===== config.mk =====
export PLATFORM = sky130hd
export DESIGN_NAME = ms_timer_multi
export DESIGN_NICKNAME = d
export VERILOG_FILES = /design/src/rtl/ms_timer_multi.sv
export SDC_FILE = /design/constraint.sdc
export NUM_CORES = 1
export LEC_CHECK = 0
export CAP_MARGIN = 20
export CORE_ASPECT_RATIO = 2
export CORE_MARGIN = 5
export CORE_UTILIZATION = 65
export DETAILED_ROUTE_END_ITERATION = 12
export MAX_ROUTING_LAYER = met4
export PLACE_DENSITY = 0.91
export REMOVE_ABC_BUFFERS = 1
export SLEW_MARGIN = 5
export SYNTH_ARGS = -nofsm -noshare
export SYNTH_HDL_FRONTEND = slang
export SYNTH_SLANG_ARGS = --single-unit

===== constraint.sdc =====
create_clock -name clk -period 5 [get_ports clk]
set_clock_uncertainty 0.2 [all_clocks]
set_input_delay 0.5 -clock clk [delete_from_list [all_inputs] [get_ports clk]]
set_output_delay 0.5 -clock clk [all_outputs]
set_load 0.02 [all_outputs]

===== src/rtl/ms_timer_multi.sv =====
// ms_timer_multi: parametrised BCD stopwatch/countdown timer. It can count up or down,
// freeze the display for lap times, and expire on a countdown. It drives a multiplexed
// common-anode 7-segment display (segments and digit selects are both active-low).
module ms_timer_multi #(
  parameter int DIGITS   = 4,
  parameter int CLK_DIV  = 50000,
  parameter int SCAN_DIV = 25000
) (
  input  logic              clk,
  input  logic              rst,
  input  logic              switch,
  input  logic              inc,
  input  logic              mode,
  input  logic              lap,
  output logic [7:0]        num,
  output logic [DIGITS-1:0] loc,
  output logic              wrap,
  output logic              done
);

  localparam int CW = DIGITS * 4;
  localparam int PW = (CLK_DIV > 1) ? $clog2(CLK_DIV) : 1;
  localparam int SW = (SCAN_DIV > 1) ? $clog2(SCAN_DIV) : 1;
  localparam int IW = $clog2(DIGITS);
  localparam logic [PW-1:0] PRESC_LAST = PW'(CLK_DIV - 1);
  localparam logic [SW-1:0] SCAN_LAST  = SW'(SCAN_DIV - 1);
  localparam logic [IW-1:0] IDX_LAST   = IW'(DIGITS - 1);

  typedef enum logic [1:0] {ST_STOP, ST_RUN, ST_LAP, ST_EXPIRED} state_t;

  state_t          state_q, state_d;
  logic [CW-1:0]   count_q, count_d;
  logic [CW-1:0]   frozen_q, frozen_d;
  logic            run_mode_q, run_mode_d;
  logic [PW-1:0]   presc_q, presc_d;
  logic [SW-1:0]   scan_cnt_q, scan_cnt_d;
  logic [IW-1:0]   scan_idx_q, scan_idx_d;
  logic            inc_prev_q, inc_prev_d;
  logic            lap_prev_q, lap_prev_d;
  logic [7:0]      num_q, num_d;
  logic [DIGITS-1:0] loc_q, loc_d;
  logic            wrap_q, wrap_d;

  logic inc_edge, lap_edge, running, tick, count_zero, count_one;

  // BCD increment: the carry ripples from the least-significant digit; all-9s wraps to 0.
  function automatic logic [CW-1:0] bcd_inc(input logic [CW-1:0] v);
    logic [CW-1:0] r;
    logic          carry;
    r     = v;
    carry = 1'b1;
    for (int i = 0; i < DIGITS; i++) begin
      if (carry) begin
        if (v[i*4 +: 4] == 4'd9) begin
          r[i*4 +: 4] = 4'd0;
        end else begin
          r[i*4 +: 4] = v[i*4 +: 4] + 4'd1;
          carry       = 1'b0;
        end
      end
    end
    return r;
  endfunction

  // BCD decrement: the borrow ripples upward. It is only applied to non-zero counts.
  function automatic logic [CW-1:0] bcd_dec(input logic [CW-1:0] v);
    logic [CW-1:0] r;
    logic          borrow;
    r      = v;
    borrow = 1'b1;
    for (int i = 0; i < DIGITS; i++) begin
      if (borrow) begin
        if (v[i*4 +: 4] == 4'd0) begin
          r[i*4 +: 4] = 4'd9;
        end else begin
          r[i*4 +: 4] = v[i*4 +: 4] - 4'd1;
          borrow      = 1'b0;
        end
      end
    end
    return r;
  endfunction

  // True when every digit is 9, i.e. the next increment rolls over.
  function automatic logic all_nines(input logic [CW-1:0] v);
    logic r;
    r = 1'b1;
    for (int i = 0; i < DIGITS; i++) begin
      if (v[i*4 +: 4] != 4'd9) r = 1'b0;
    end
    return r;
  endfunction

  assign inc_edge   = inc & ~inc_prev_q;
  assign lap_edge   = lap & ~lap_prev_q;
  assign running    = (state_q == ST_RUN) || (state_q == ST_LAP);
  assign tick       = running && (presc_q == PRESC_LAST);
  assign count_zero = (count_q == '0);
  assign count_one  = (count_q == CW'(1));

  // State register and all datapath flops, asynchronously cleared to the idle STOP picture.
  always_ff @(posedge clk or posedge rst) begin
    if (rst) begin
      state_q    <= ST_STOP;
      count_q    <= '0;
      frozen_q   <= '0;
      run_mode_q <= 1'b0;
      presc_q    <= '0;
      scan_cnt_q <= '0;
      scan_idx_q <= '0;
      inc_prev_q <= 1'b0;
      lap_prev_q <= 1'b0;
      num_q      <= 8'hC0;
      loc_q      <= ~DIGITS'(1);
      wrap_q     <= 1'b0;
    end else begin
      state_q    <= state_d;
      count_q    <= count_d;
      frozen_q   <= frozen_d;
      run_mode_q <= run_mode_d;
      presc_q    <= presc_d;
      scan_cnt_q <= scan_cnt_d;
      scan_idx_q <= scan_idx_d;
      inc_prev_q <= inc_prev_d;
      lap_prev_q <= lap_prev_d;
      num_q      <= num_d;
      loc_q      <= loc_d;
      wrap_q     <= wrap_d;
    end
  end

  // Next state and count. In each cycle only the highest-priority event acts: switch, then expiry, then lap, then tick.
  always_comb begin
    state_d    = state_q;
    count_d    = count_q;
    frozen_d   = frozen_q;
    run_mode_d = run_mode_q;
    wrap_d     = 1'b0;
    inc_prev_d = inc;
    lap_prev_d = lap;
    case (state_q)
      ST_STOP: begin
        if (switch) begin
          state_d    = ST_RUN;
          run_mode_d = mode;
        end else if (inc_edge) begin
          count_d = bcd_inc(count_q);
          wrap_d  = all_nines(count_q);
        end
      end
      ST_RUN, ST_LAP: begin
        if (!switch) begin
          state_d = ST_STOP;
        end else if (run_mode_q && count_zero) begin
          state_d = ST_EXPIRED;
        end else if (lap_edge) begin
          if (state_q == ST_RUN) begin
            state_d  = ST_LAP;
            frozen_d = count_q;
          end else begin
            state_d = ST_RUN;
          end
        end else if (tick) begin
          if (run_mode_q) begin
            count_d = bcd_dec(count_q);
            if (count_one) state_d = ST_EXPIRED;
          end else begin
            count_d = bcd_inc(count_q);
            wrap_d  = all_nines(count_q);
          end
        end
      end
      ST_EXPIRED: begin
        if (!switch) state_d = ST_STOP;
      end
      default: state_d = ST_STOP;
    endcase
  end

  // Tick prescaler and scan timer. The prescaler runs only while staying in RUN/LAP and restarts from zero otherwise.
  always_comb begin
    presc_d = '0;
    if (running && (state_d == ST_RUN || state_d == ST_LAP)) begin
      presc_d = tick ? '0 : presc_q + PW'(1);
    end
    scan_cnt_d = scan_cnt_q + SW'(1);
    scan_idx_d = scan_idx_q;
    if (scan_cnt_q == SCAN_LAST) begin
      scan_cnt_d = '0;
      scan_idx_d = (scan_idx_q == IDX_LAST) ? '0 : scan_idx_q + IW'(1);
    end
  end

  // Display output: decode the selected digit of the live count (or of the lap snapshot) into segments and a digit select.
  always_comb begin
    logic [CW-1:0] src;
    logic [3:0]    digit;
    logic          dp_on;
    src   = (state_q == ST_LAP) ? frozen_q : count_q;
    digit = 4'd0;
    dp_on = 1'b0;
    loc_d = '1;
    for (int i = 0; i < DIGITS; i++) begin
      if (scan_idx_q == IW'(i)) begin
        digit    = src[i*4 +: 4];
        dp_on    = (DIGITS >= 4) && (i == 3);
        loc_d[i] = 1'b0;
      end
    end
    case (digit)
      4'd0:    num_d = 8'hC0;
      4'd1:    num_d = 8'hF9;
      4'd2:    num_d = 8'hA4;
      4'd3:    num_d = 8'hB0;
      4'd4:    num_d = 8'h99;
      4'd5:    num_d = 8'h92;
      4'd6:    num_d = 8'h82;
      4'd7:    num_d = 8'hF8;
      4'd8:    num_d = 8'h80;
      4'd9:    num_d = 8'h90;
      default: num_d = 8'hFF;
    endcase
    if (dp_on) num_d[7] = 1'b0;
  end

  assign num  = num_q;
  assign loc  = loc_q;
  assign wrap = wrap_q;
  assign done = (state_q == ST_EXPIRED);

endmodule


; ---- Word-level counts from Yosys, hierarchy flattened
; Memory sizes are Yosys's and may differ from the RTL's. A register that Yosys moved wholly into a read port is not among the register bits.
; Index checks and enable logic that the tools add are counted.
[word_totals]
rom_bits = 112
memories = 1
input_bits = 6
ram_bits = 0
elab_cells = 205
register_bits = 83
latch_bits = 0
output_inout_bits = 14
[memory_table]
columns = memory, depth, word_bits, rd, rd_clocked_by_memory_dff, wr, line_no
row1 = (name not given), 16, 7, 1, 1, 0, 210  ; case (digit)
[op_classes]
n_mul = 0
muxes = 119
n_eq_ne = 34
n_lt_le_gt_ge = 0
bitwise_logic = 5
shift = 0
reduce_logical = 20
add_sub_neg = 11
div_mod_pow = 0
[ops]
columns = operator, n
row1 = $mux W16, 10
row2 = $mux W4, 21
row3 = $mux W1, 74
row4 = $pmux W16 S2, 1
row5 = $reduce_and A10 Y1, 3
row6 = $mux W2, 10
row7 = $ne A2 B2 Y1 const B, 9
row8 = $ne A3 B3 Y1 const B, 6
row9 = $add A16 B1 Y16 const B, 1
row10 = $add A4 B1 Y4 const B, 4
row11 = $eq A16 B1 Y1 const B, 1
row12 = $eq A16 B16 Y1 const B, 1
row13 = $eq A4 B4 Y1 const B, 4
row14 = $logic_not A16 Y1, 1
row15 = $logic_not A4 Y1, 4
row16 = $ne A4 B4 Y1 const B, 4
row17 = $sub A4 B1 Y4 const B, 4
row18 = $add A15 B1 Y15 const B, 1
row19 = $eq A15 B15 Y1 const B, 1
row20 = $mux W15, 1
row21 = $eq A2 B2 Y1 const B, 5
row22 = $reduce_and A7 Y1, 1
row23 = $eq A2 B1 Y1 const B, 3
row24 = $pmux W2 S3, 1
row25 = 11 further kinds, 18

; ---- Longest topological paths before layout
; Gate-level depths: netlist (run 1).
[depth]
ltp_word = 29
mapped_depth = 11
mapped_depth_nobuf = 10

; ---- Worst setup path after synthesis (run 1)
; No wires, ideal clock.
[synth_timing]
path_kind = flip-flop to flip-flop
startpoint = register state_q[0]
endpoint = register num_q[4] (netlist: num[4])
t_arrival_ns = 2.619
setup_ns = 0.077
period_less_slack_ns = 2.897
stages_incl_launch_ff = 12
required_ns = 4.723
slack_ns = 2.103
path_buffers = 2
cell_sequence = dfrtp_1 -> inv_1 -> ha_1 -> clkbuf_1 -> buf_2 -> mux2_2 -> a221oi_1 -> o22a_1 -> inv_1 -> ha_1 -> mux2_2 -> a21oi_1
[synth_between]
elab_chain_len = 6
[synth_rtl]
columns = item, line_no
row1 = "start, declared", 31  ; state_t state_q, state_d;
row2 = "start signal, assigned", 117  ; state_q <= state_d;
row3 = $eq A2 B2 Y1 *, 199  ; src = (state_q == ST_LAP) ? frozen_q : count_q;
row4 = $mux W16 *, 199
row5 = $mux W4 (3 in series), 204  ; if (scan_idx_q == IW'(i)) begin
row6 = $mux W4 *, 204
row7 = "end, declared", 40  ; logic [7:0] num_q, num_d;
; Mark *: on every way between the ends. The rest lies on a longest branch, timed or not.
; A chain may end at the register's enable or synchronous reset.

; ---- Worst setup path in the final report (run 1)
; Ends and elaborated chain as after synthesis.

==> results of run 1 <==
cell usage in the layout, fill, tap and decap left out, drive strengths merged, types with 4 or more instances in the layout:
| master | netlist | routed |
|---|---|---|
| nor2b | 5 | 5 |
| buf | 13 | 4 |
| mux2 | 23 | 23 |
| nand4 | 11 | 11 |
| nor4 | 6 | 6 |
| a21oi | 14 | 14 |
| o31ai | 7 | 7 |
| a31oi | 5 | 5 |
| nand2b | 5 | 5 |
| dfstp | 4 | 4 |
| clkdlybuf4s50 | 0 | 19 |
| or3 | 5 | 5 |
| nor2 | 38 | 38 |
| nor4b | 4 | 4 |
| a221oi | 4 | 4 |
| ha | 17 | 17 |
| nor3 | 24 | 24 |
| clkbuf | 19 | 13 |
| xor2 | 15 | 15 |
| xnor2 | 23 | 23 |
| o21ai | 29 | 29 |
| inv | 24 | 23 |
| and3 | 7 | 7 |
| nand2 | 43 | 43 |
| mux2i | 8 | 8 |
| dfrtp | 78 | 78 |
| nand3 | 25 | 25 |
| or4 | 4 | 4 |
routing by layer:
layer | vias up | global-route usage (%)
li1 | 1796 | -
met1 | 1916 | 29.28
met2 | 131 | 43.68
met3 | 42 | 5.122
met4 | 0 | 13.60
met5 | - | -
cell type report:
cell class	instances	area, sq um
multi-input cells	366	2492
clock inverters	3	42.54
fillers	493	1943
repair buffers	23	220.2
clock buffers	13	250.2
flip-flops and latches	82	2057
inverters	24	91.34
well taps	92	115.1
cells by family (layout without fill, tap and decap cells):
kind of cell / Yosys count / after routing / synth area share, %
AND/OR/NAND/NOR: 187 / 187 / 20.53
AO/OA/AOI/OAI: 93 / 93 / 13.08
flip-flops: 82 / 82 / 43.00
buffers and inverters: 56 / 63 / 4.891
XOR/XNOR: 38 / 38 / 6.958
multiplexers: 31 / 31 / 7.089
adder cells (fa/ha/maj): 17 / 17 / 4.447
power breakdown:
group / switching, mW / total (mW) / internal (mW)
sequential: 0.234 / 1.03 / 0.797
combinational: 0.494 / 0.879 / 0.386
clock: 0.253 / 0.653 / 0.400
registers in the layout, summed over array words and instances (netlist names):
name / cells
inc_prev_q: 1
num: 8
run_mode_q: 1
presc_q: 16
lap_prev_q: 1
scan_idx_q: 2
count_q: 16
frozen_q: 16
loc: 3
state_q: 2
wrap: 1
scan_cnt_q: 15
through the flow:
| step | setup WS, ns | cells |
|---|---|---|
| after floorplan | 2.151 | 472 |
| after global placement | 1.706 | 586 |
| after detailed placement | 1.635 | 587 |
| after CTS | 1.601 | 603 |
| after global routing | 1.400 | 603 |
| final | 1.594 | 603 |
final timing paths:
kind / start / cells past startpoint / slack, ns / endpoint
worst max register to register: state_q[0] / 9 / 1.59 / num[4]
worst min-delay path: frozen_q[5] / 1 / 0.29 / frozen_q[5]
worst min register to register: frozen_q[5] / 1 / 0.29 / frozen_q[5]
min in group asynchronous: rst / 2 / 0.34 / scan_cnt_q[11]
max in group asynchronous: rst / 3 / 3.27 / run_mode_q
worst max-delay path: state_q[0] / 9 / 1.59 / num[4]
==> impl_metrics.yaml, run 1 <==
final_layout:
  ant_cells: 0
  final_design_area_no_fill_sq_um: 5269
  post-route-util_pct: 73.06
  finish.net_count: 529
  drive_gt1_share_pct: 9.589
  signed_area_change_from_the_synthesized_netlist_to_the_final_layout_pct: 10.15
global_routing:
  globalRoute.totalOverflow: 0
  first_pass_grt_wire_length_microns: 19180
  grt_start_max_net_pins: 46
  number_of_antenna_violations_at_the_first_check_in_global_routing: 0
  grt_usage_pct: 26.20
  grt_pass1_vias: 4012
floorplanning:
  num_io_pins: 20
  placeableCoreArea_sq_um: 7212
  floorplan.die_area_sq_um: 9279
  die_height_microns: 131.3
  rows: 44
  die_w_microns: 70.66
  initial_core_util_pct: 66.33
route:
  route.met3.wl_microns: 388
  wirelength_microns: 10980
  routed.top_layer: "met4"
  vias: 3885
  first_iter_violations: 329
  wirelength_met1_microns: 4190
  wl_per_cell_microns: 18.20
  detailedRoute.firstPassIterationCount: 5
  avgViaCountPerCell: 6.443
  routed-wl-met2_microns: 5940
  route.detailed.drc: 0
  postRouteAntennaNets: 0
cts:
  worst_skew_pair.late_latency_ns: 0.34
  cts.repair_timing.setup_buffer_count: 0
  numClockSinks: 82
  post_cts.resized_instances: 0
  cts_root_buf: "clkbuf_16"
  numCtsBuffers: 9
  htree_num_levels: 3
  clkSlewWorstSetupHoldPaths_ns: 0.06
  clock_tree_from_tritoncts: "built"
  holdBufCountCts: 0
  max-clock-path-buffers: 2
sta:
  period_needed_ns: 3.406
  finalSetupViolCount: 0
  timing_worst_slew_pin_value_ns: 1.009
  holdWs_ns: 0.2894
  final-hold-violation-count: 0
  share_of_the_clock_period_used_by_the_worst_path_pct: 68.12
  timing.setup.tns_ns: 0
  worst_slew_margin_rel_pct: 32.56
  report.final.slew_viol_count: 0
  grt_setup_unrepaired: "false"
  max_clock_freq_mhz: 293.6
power:
  power.density_nw_per_um2: 486.3
  leakage_nw: 2.173
  total_power_mw: 2.562
  peakVddDrop_mv: 0.3467
setup_path:
  endpoint_kind: "register"
  worst-path-max-fanout: 16
  worstPathCellList: "inv_1, ha_1, mux2_2, a221oi_1, o22a_1, inv_1, ha_1, mux2_2, a21oi_1"
  crit_required_ns: 5.06
  worst_setup_path_start_kind: "register"
  worst-endpoint-arrival_ns: 3.47
  crit_path_top_delay_cell: "ha_1"
  cpPeakStageDelay_ns: 0.68
  worst-path-buf-inv: 2
  timing_worst_setup_path_type: "reg2reg"
  crit_family: "compound AO/OA/AOI/OAI gates"
status:
  result_of_the_run: "finished clean"
yosys:
  ys_warn_count: 0
  netlist-cell-type-count: 67
  synthFlopType: "dfrtp_1"
  ys_async_sr_fraction_pct: 100.0
  postSynthRegisterBits: 82
  synth_enable_flop_cells: 0
  synth.top_cells.by_area: "dfrtp_1 (41%), ha_1 (4.4%), xnor2_1 (4.2%), nand2_1 (3.4%), mux2_2 (3.1%)"
  synth_most_common_cell: "dfrtp_1"
  seq_area_frac_synth_pct: 43.00
  synth_commonest_cells: "dfrtp_1 (78), nand2_1 (43), nor2_1 (38), nor3_1 (24), o21ai_0 (24)"
  syn-cell-area_sq_um: 4783
  mapped_cells: 504
  post_synth.cell_area_avg_sq_um: 9.491
  synth_top_area_cell: "dfrtp_1"
  synth.top_cell.area_share_pct: 40.81
place:
  dpl-instance-area_sq_um: 4976
  hpwl_microns: 7553
  place_congestion: 0.9336
  buffer_ports.inserted: 19
job:
  maxCapViolations: 0
hold_path:
  worst_hold_path_type: "reg2reg"
(Power assumes the default switching activity.)
==> run 2, diff against run 1 <==
--- a/config.mk
+++ b/config.mk
@@ -8,10 +8,10 @@
 export CAP_MARGIN = 20
 export CORE_ASPECT_RATIO = 2
 export CORE_MARGIN = 5
-export CORE_UTILIZATION = 65
+export CORE_UTILIZATION = 55
 export DETAILED_ROUTE_END_ITERATION = 12
 export MAX_ROUTING_LAYER = met4
-export PLACE_DENSITY = 0.91
+export PLACE_DENSITY = 0.82
 export REMOVE_ABC_BUFFERS = 1
 export SLEW_MARGIN = 5
 export SYNTH_ARGS = -nofsm -noshare
==> constraint.sdc (replaced) <==
create_clock -name clk -period 3.1 [get_ports clk]
set_clock_uncertainty 0.2 [all_clocks]
set_input_delay 0.31 -clock clk [delete_from_list [all_inputs] [get_ports clk]]
set_output_delay 0.31 -clock clk [all_outputs]
set_load 0.02 [all_outputs]
==> impl_metrics.yaml, run 2 (synthesis gave the netlist of run 1 again) <==
floorplanning:
  num_io_pins: 20
  die_w_microns: 75.95
  rows: 48
  die_height_microns: 141.9
  initial_core_util_pct: 55.70
  floorplan.die_area_sq_um: 10780
  placeableCoreArea_sq_um: 8588
route:
  wl_per_cell_microns: 17.96
  first_iter_violations: 238
  route.detailed.drc: 0
  vias: 3909
  avgViaCountPerCell: 6.185
  wirelength_microns: 11350
  postRouteAntennaNets: 0
  detailedRoute.firstPassIterationCount: 5
global_routing:
  number_of_antenna_violations_at_the_first_check_in_global_routing: 0
  first_pass_grt_wire_length_microns: 18940
  grt_start_max_net_pins: 55
  grt_pass1_vias: 4043
  grt_usage_pct: 22.50
  globalRoute.totalOverflow: 0
sta:
  grt_setup_unrepaired: "false"
  timing.setup.tns_ns: 0
  report.final.slew_viol_count: 0
  worst_slew_margin_rel_pct: 53.87
  finalSetupViolCount: 0
  final-hold-violation-count: 0
  timing_worst_slew_pin_value_ns: 0.6894
  share_of_the_clock_period_used_by_the_worst_path_pct: 93.16
  max_clock_freq_mhz: 346.3
  period_needed_ns: 2.888
  setup_slack_ns: 0.2122
setup_path:
  worstPathCellList: "nor3_1, nand3_2, o311a_1, nor2_1, o31ai_1, a221o_1"
  crit_family: "simple AND/OR/NAND/NOR gates"
  crit_required_ns: 3.12
  crit_path_top_delay_cell: "nor2_1"
  worst-path-buf-inv: 0
  worst-endpoint-arrival_ns: 2.91
  timing_worst_setup_path_type: "reg2reg"
  worst_setup_path_start_kind: "register"
  cpPeakStageDelay_ns: 0.54
  endpoint_kind: "register"
  worst-path-max-fanout: 11
final_layout:
  post-route-util_pct: 63.88
  seq_area_sq_um: 2057
  multiInputGateArea_sq_um: 2505
  fill_cells: 690
  ant_cells: 0
  most_frequent_standard_cell_in_the_layout_excluding_fill_and_tap_cells: "dfrtp_1"
  signed_area_change_from_the_synthesized_netlist_to_the_final_layout_pct: 14.70
  finish.net_count: 550
  highest_count_cells_in_the_layout_ignoring_fill_and_taps: "dfrtp_1 (78), nand2_1 (43), nor2_1 (38)"
  drive_gt1_share_pct: 13.91
  largestRegisters: "count_q (16), frozen_q (16), presc_q (16)"
cts:
  clock_tree_from_tritoncts: "built"
  numCtsBuffers: 9
  clkSlewWorstSetupHoldPaths_ns: 0.06
  worst_skew_pair.late_latency_ns: 0.34
  max-clock-path-buffers: 2
  htree_num_levels: 3
  numClockSinks: 82
  cts_root_buf: "clkbuf_16"
power:
  power.density_nw_per_um2: 804.4
  peakVddDrop_mv: 0.5126
  leakage_nw: 2.299
job:
  maxCapViolations: 0
place:
  buffer_ports.inserted: 19
  hpwl_microns: 8142
  pre_cts_slack_ns: 0.07820
  place_congestion: 0.9133
status:
  result_of_the_run: "finished clean"
hold_path:
  worst_hold_path_type: "in2async"
run 2: layout make-up:
class                           instances  area share [%]
Tap cell                              100           2.281
Clock inverter                          7           1.688
Clock buffer                            9           4.105
Timing Repair Buffer                   44           7.115
Sequential cell                        82           37.49
Inverter                               24           1.665
Multi-Input combinational cell        366           45.66
run 2: final timing paths:
check,start,endpoint,slack (ns),depth (start not counted)
worst max-delay path,count_q[7],count_q[3],0.21,6
worst min-delay path,rst,count_q[12],0.11,2
worst max register to register,count_q[7],count_q[3],0.21,6
worst min register to register,frozen_q[10],frozen_q[10],0.29,2
max in group asynchronous,rst,num[6],1.88,3
min in group clk,lap,lap_prev_q,0.26,1
run 2: power by group:
part,internal (mW),total (mW),switching [mW]
clock,0.705,1.15,0.440
combinational,0.743,1.78,1.04
sequential,1.29,1.49,0.200
run 2: stage by stage:
stage / std cells / cell area, sq um / total power, mW / hold WS, ns
4_1_cts: 632 / 5474 / 4.410 / 0.1290
2_1_floorplan: 472 / 4639 / 2.609 / 0.1414
5_1_grt: 632 / 5487 / 4.676 / 0.1699
3_3_place_gp: 616 / 5156 / 3.162 / 0.2700
6_report: 632 / 5487 / 4.413 / 0.1108
3_5_place_dp: 616 / 5156 / 3.244 / 0.2707
run 2: layer usage:
metal  global-route usage [%]  part of all wire [%]
met3                    4.066                   3.3
met4                    14.73                   4.7
met1                    22.57                    36
met2                    39.29                    56
met5                        -                     0
run 2: timing repair:
action                                  in CTS  in global routing
endpoints found under the setup margin       0                  7
hold endpoints to repair                     0                  0
buffers inserted                             0                  0
hold buffers                                 0                  0
gates resized for setup                      0                  2
==> run 3, diff against run 2 <==
--- a/config.mk
+++ b/config.mk
@@ -5,10 +5,12 @@
 export SDC_FILE = /design/constraint.sdc
 export NUM_CORES = 1
 export LEC_CHECK = 0
+export ABC_CLOCK_PERIOD_IN_PS = 3100
 export CAP_MARGIN = 20
 export CORE_ASPECT_RATIO = 2
 export CORE_MARGIN = 5
 export CORE_UTILIZATION = 55
+export CTS_CLUSTER_DIAMETER = 60
 export DETAILED_ROUTE_END_ITERATION = 12
 export MAX_ROUTING_LAYER = met4
 export PLACE_DENSITY = 0.82
==> results of run 3 <==
No change in the layout: final DEF, timing and power equal those of run 2.
